<file path="src/rtl/multicycle_controller.sv">
// Multicycle RV32 control FSM: fetch, decode, execute, memory, writeback.
// Define CTRL_MEM_TIMEOUT_EN to bound MEM wait cycles and raise mem_err.
module multicycle_controller #(
  parameter int ALUOP_W     = 3,
  parameter int MEM_TIMEOUT = 8
) (
  input  logic               clk,
  input  logic               rst,
  input  logic [31:0]        instr,
  input  logic               instr_valid,
  input  logic               mem_ready,
  output logic               ir_write,
  output logic               pc_write,
  output logic               branch,
  output logic [ALUOP_W-1:0] ALUop,
  output logic               ALUSrc,
  output logic               RegWrite,
  output logic               MemRead,
  output logic               MemWrite,
  output logic               MemToReg,
  output logic               illegal,
  output logic               mem_err,
  output logic [2:0]         state
);

  typedef enum logic [2:0] {
    FETCH  = 3'd0,
    DECODE = 3'd1,
    EXEC   = 3'd2,
    MEM    = 3'd3,
    WB     = 3'd4,
    TRAP   = 3'd7
  } st_t;

  localparam logic [6:0] OP_R   = 7'd51;
  localparam logic [6:0] OP_I   = 7'd19;
  localparam logic [6:0] OP_LD  = 7'd3;
  localparam logic [6:0] OP_ST  = 7'd35;
  localparam logic [6:0] OP_BR  = 7'd99;
  localparam logic [6:0] OP_LUI = 7'd55;

  st_t        st;
  logic [6:0] op;
  logic       supp;
  logic       is_ld;
  logic       is_st;
  logic       unused_bits;

  assign supp  = op inside {OP_R, OP_I, OP_LD, OP_ST, OP_BR, OP_LUI};
  assign is_ld = (op == OP_LD);
  assign is_st = (op == OP_ST);
  assign state = st;
  assign unused_bits = ^instr[31:7];

`ifdef CTRL_MEM_TIMEOUT_EN
  localparam int CW = $clog2(MEM_TIMEOUT + 1);
  logic [CW-1:0] cnt;
`else
  assign mem_err = 1'b0;
`endif

  always_ff @(posedge clk) begin
    if (rst) begin
      st      <= FETCH;
      op      <= '0;
      illegal <= 1'b0;
`ifdef CTRL_MEM_TIMEOUT_EN
      cnt     <= '0;
      mem_err <= 1'b0;
`endif
    end else begin
      unique case (st)
        FETCH: begin
          if (instr_valid) begin
            op <= instr[6:0];
            st <= DECODE;
          end
        end
        DECODE: begin
          if (supp) begin
            st <= EXEC;
          end else begin
            illegal <= 1'b1;
            st      <= TRAP;
          end
        end
        EXEC: begin
          if (is_ld || is_st) begin
            st <= MEM;
`ifdef CTRL_MEM_TIMEOUT_EN
            cnt <= '0;
`endif
          end else if (op == OP_BR) begin
            st <= FETCH;
          end else begin
            st <= WB;
          end
        end
        MEM: begin
          if (mem_ready) begin
            st <= is_ld ? WB : FETCH;
          end
`ifdef CTRL_MEM_TIMEOUT_EN
          else if (cnt == CW'(MEM_TIMEOUT - 1)) begin
            cnt     <= CW'(MEM_TIMEOUT);
            mem_err <= 1'b1;
            st      <= TRAP;
          end else begin
            cnt <= cnt + 1'b1;
          end
`endif
        end
        WB:      st <= FETCH;
        default: st <= TRAP;
      endcase
    end
  end

  // IR is enabled for all of FETCH; the word captured is the one
  // present on the instr_valid edge, since that edge also leaves FETCH.
  always_comb begin
    ir_write = 1'b0;
    pc_write = 1'b0;
    branch   = 1'b0;
    ALUop    = '0;
    ALUSrc   = 1'b0;
    RegWrite = 1'b0;
    MemRead  = 1'b0;
    MemWrite = 1'b0;
    MemToReg = 1'b0;
    unique case (st)
      FETCH: ir_write = 1'b1;
      EXEC: begin
        branch = (op == OP_BR);
        ALUSrc = op inside {OP_I, OP_LD, OP_ST, OP_LUI};
        unique case (1'b1)
          op == OP_R:   ALUop = ALUOP_W'(2);
          op == OP_I:   ALUop = ALUOP_W'(3);
          op == OP_BR:  ALUop = ALUOP_W'(1);
          op == OP_LUI: ALUop = ALUOP_W'(4);
          default:      ALUop = '0;
        endcase
      end
      MEM: begin
        MemRead  = is_ld;
        MemWrite = is_st;
        pc_write = is_st;
      end
      WB: begin
        RegWrite = 1'b1;
        pc_write = 1'b1;
        MemToReg = is_ld;
      end
      default: ;
    endcase
  end

endmodule

</file>
<file path="config.mk">
export PLATFORM = sky130hd
export DESIGN_NAME = multicycle_controller
export DESIGN_NICKNAME = d
export VERILOG_FILES = /design/src/rtl/multicycle_controller.sv
export SDC_FILE = /design/constraint.sdc
export NUM_CORES = 1
export LEC_CHECK = 0
export CELL_PAD_IN_SITES_DETAIL_PLACEMENT = 1
export CELL_PAD_IN_SITES_GLOBAL_PLACEMENT = 1
export CORE_MARGIN = 2
export CORE_UTILIZATION = 22
export CTS_BUF_LIST = sky130_fd_sc_hd__clkbuf_4 sky130_fd_sc_hd__clkbuf_8 sky130_fd_sc_hd__clkbuf_16
export CTS_CLUSTER_DIAMETER = 120
export DETAILED_ROUTE_END_ITERATION = 16
export GPL_ROUTABILITY_DRIVEN = 0
export PLACE_DENSITY_LB_ADDON = 0.1
export SKIP_CTS_REPAIR_TIMING = 1
export SYNTH_ARGS = -nofsm -noshare
export SYNTH_HDL_FRONTEND = slang
export SYNTH_SLANG_ARGS = --single-unit
</file>
<file path="constraint.sdc">
create_clock -name clk -period 2.6 [get_ports clk]
set_input_delay 0.78 -clock clk [delete_from_list [all_inputs] [get_ports clk]]
set_output_delay 0.78 -clock clk [all_outputs]
set_load 0.005 [all_outputs]
</file>
Word level (Yosys, flattened, before mapping)
Cells that the tools add are included.
Widths: inputs -> output; s select.

storage, ports and cells
  bits in registers = 11
  bits of input ports = 36
  output and inout port bits = 16
  logic and storage cells = 40

operators by class
  eq/ne operators = 12
  muxes and demuxes = 17
  bitwise operators = 1
  reductions and logical operators = 7

operators with widths
  operator            count
  $eq 7x6->1 const B  3
  $mux 3              7
  $pmux 3 s5          1
  $pmux 3 s4          1
  $eq 7x2->1 const B  1
  $eq 7x5->1 const B  1
  $eq 7x7->1 const B  1
  $mux 1              7
  $eq 3x2->1 const B  2
  $reduce_and 2->1    3
  $reduce_bool 6->1   1
  $ne 2x2->1 const B  2
  $reduce_bool 4->1   1
  $eq 3x1->1 const B  1
  $eq 3x3->1 const B  1
  $logic_not 3->1     1
  $pmux 1 s2          1
  $logic_or 1x1->1    1
  $not 1->1           1

Depth between registers and ports, before layout
  depth after elaboration = 4
  mapped depth = 6
  mapped depth without buffers = 4

Worst setup path before layout
No wires, ideal clock.

  path type = register -> output
  start point = register st[1] (netlist: state[1])
  end point = output port ALUop[1]
  arrival = 1,405 ps
  required time = 1,820 ps
  path slack = 415 ps
  stages on the path, launching flop included = 5
  path buffers = 1
  path through = dfxtp_1 -> buf_4 -> inv_2 -> or4_4 -> nor4b_1

between the ends
  longest elaborated chain between the ends = 2

RTL lines
  element                 line  source
  start, declared         42    st_t st;
  start signal, assigned  101   st <= is_ld ? WB : FETCH;
  $eq 3x2->1              131   unique case (st)
  $mux 3                  131
  end, declared           15    output logic [ALUOP_W-1:0] ALUop,

Every way passes these cells.

Worst setup path in the final report
  start point = register op[3]
  end point = output port MemRead

between the ends
  longest elaborated chain between the ends = 2

RTL lines
  element                 line  source
  start, declared         43    logic [6:0] op;
  start signal, assigned  75    op <= instr[6:0];
  $eq 7x2->1              50    assign is_ld = (op == OP_LD);
  $mux 1                  131
  end, declared           18    output logic MemRead,

Every way passes these cells.

==> metrics <==
status=complete, no violations; worst vdd ir=0.226 mV; FF-to-FF End=state[2]; Die W=61.0 um; post-synth cell types=30; NetSw=203 uW; Crit Reg-Reg Startpoint=op[3]; H-Tree Level Count=1; TritonCTS clock tree=built; antenna cells=0; Sw Share=0.333; Avg Cell Area, Syn=8.41 sq um; Hold Path Class=reg -> reg; total via count in the routed design=720; most frequent cells in the layout=16 x clkdlybuf4s50_1, 14 x nor2_1, 10 x buf_4, 9 x dfxtp_1, 8 x dlymetal6s2s_1; Post-Synth XOR/XNOR Area=0.0123; Nets=153; Final Hold Viols=0; Port Buffers=25; cell area after layout=1130 sq um; Num CTS Buffers=3; Placed Area=1030 sq um; Reg2Reg Depth=6; starting density of the core=0.232; placed cells=154; Avg Vias per Cell=4.50; CP max FO=3; RSZ-0062 raised after global routing=yes; Util after Layout=0.368; share of cells above drive strength 1=0.267; detailed-router iteration count before antenna repair=2; Clk pwr share=0.206; PD cells=538 nW/um^2; routed length per placed instance=12.2 um; die footprint=3720 sq um; most common cell after layout, fill and taps aside=clkdlybuf4s50_1; startpoint types=register; Comb power frac=0.442; Worst R2R Setup Slack=0.94 ns; Final setup viols=0; Worst EP required=1.82 ns; WHS=0.489 ns; Post-Route WL=1960 um; number of cells on the worst hold path=1; Seq pwr share=0.352; post-synthesis mux area share=0.0841; initial antenna violation count=0; Clock Skews=0.000650 ns; I/O pin count=52; total track usage=0.112; f_max=395 MHz; clk_lat worst skew=0.26 ns; Setup CP Type=reg -> out; syn_nets=121; launch point of the worst hold path=illegal; register area share after synthesis=0.308; Core ar.=3080 sq um; DPL Wire Length=1530 um; Final min period=2.53 ns; Site Rows=20; period utilization=0.974; Synth Area in Compound Gates=0.156; hold endpoint=illegal; crit end category=output port; Max Cap Violations=0; antenna viol nets, final=0; combinational family with the most area after synthesis=simple AND/OR/NAND/NOR gates; Pleak=0.570 nW; Syn Std Cell Area=714 sq um; Arr. time, crit path=1.75 ns; post-synthesis adder-cell area fraction=0; Finished Layout Cells=160; first-pass GRT wire length=2990 um; DIE HEIGHT=61.0 um; number of global-route vias before repair=646; Cells after Synth=85; total chip power=609 uW; worst-case clock buffer depth=2; largest net degree at the start of global routing=13; clk sinks=11; DRC viols=0; initial DRC count=4; #FFs+latches synth=11; YS warnings=0; simple logic cell fraction of the synthesized area=0.331; grt ovf=0; Clk pin slew, worst setup/hold paths=0.07 ns; area grow syn2layout=58.5%; Final Max Slew Viols=0; Root Driver=clkbuf_4; Int Power=406 uW
[flip-flops by register name, summed over array words and instances, names as in the netlist]
name and cells:
op 7, illegal 1, state 3
[synth_stat cells, drive strengths merged]
cell | number | area, sq um
clkbuf | 3 | 11.3
a21oi | 4 | 20.0
inv | 4 | 15.0
nand2 | 5 | 18.8
o21ba | 1 | 10.0
nor4 | 4 | 46.3
o311ai | 1 | 8.76
mux2i | 6 | 60.1
conb | 1 | 3.75
xnor2 | 1 | 8.76
or3 | 1 | 6.26
nand3 | 1 | 5.00
o21ai | 3 | 15.0
or4 | 2 | 22.5
a211oi | 3 | 22.5
nor2 | 14 | 52.6
nand2b | 2 | 12.5
o31a | 3 | 26.3
a221oi | 1 | 8.76
nand3b | 1 | 20.0
buf | 6 | 47.5
dfxtp | 11 | 220
nor4b | 3 | 32.5
nor3 | 4 | 20.0
[worst max-delay path by stage]
stage | endpoint | from | cells after the start | slack, ns
after floorplan | ALUop[1] | state[1] | 4 | 0.41
after global placement | pc_write | op[0] | 5 | 0.01
after detailed placement | pc_write | op[1] | 5 | 0.01
after CTS | pc_write | op[1] | 5 | -0.29
after global routing | MemRead | op[3] | 5 | -0.03
final | MemRead | op[3] | 5 | 0.07
[metal layers]
metal,routed length [um],share of wire,track usage
met1,902,0.46,0.140
met2,966,0.49,0.180
met3,86,0.044,0.0320
met4,0,0,0.0466
met5,0,0,0
[power by group through the flow]
stage	Sequential [mW]	Clock, mW	Combinational, mW
2_1_floorplan	0.216	0	0.154
3_3_place_gp	0.216	0	0.264
3_5_place_dp	0.219	0	0.268
4_1_cts	0.215	0.133	0.268
5_1_grt	0.219	0.146	0.297
6_report	0.215	0.125	0.269
[cell type report]
class | instances | area [sq um]
clock buffers | 4 | 30.0
fillers | 380 | 1950
inverters | 4 | 15.0
multi-input cells | 61 | 458
flip-flops and latches | 11 | 223
well taps | 44 | 55.1
repair buffers | 36 | 352
[critical path, stage by stage, from the launching register on]
cell      delay, ns
dfxtp_2        0.32
nand3b_4       0.16
or4_4          0.54
buf_6          0.15
nor4_4         0.17
buf_2          0.17
[through the flow]
stage | TNS, ns | worst slack [ns]
global route | -0.0332 | -0.0332
detailed placement | 0 | 0.0104
global placement | 0 | 0.0120
CTS | -2.00 | -0.290
floorplan | 0 | 0.415
finish | 0 | 0.0678
[kinds of logic (layout without fill, tap and decap cells)]
family	Yosys count	after routing
AO/OA/AOI/OAI	16	16
other	1	1
AND/OR/NAND/NOR	37	37
multiplexers	6	6
XOR/XNOR	1	1
flip-flops	11	11
buffers and inverters	13	44
(Power assumes the default switching activity.)
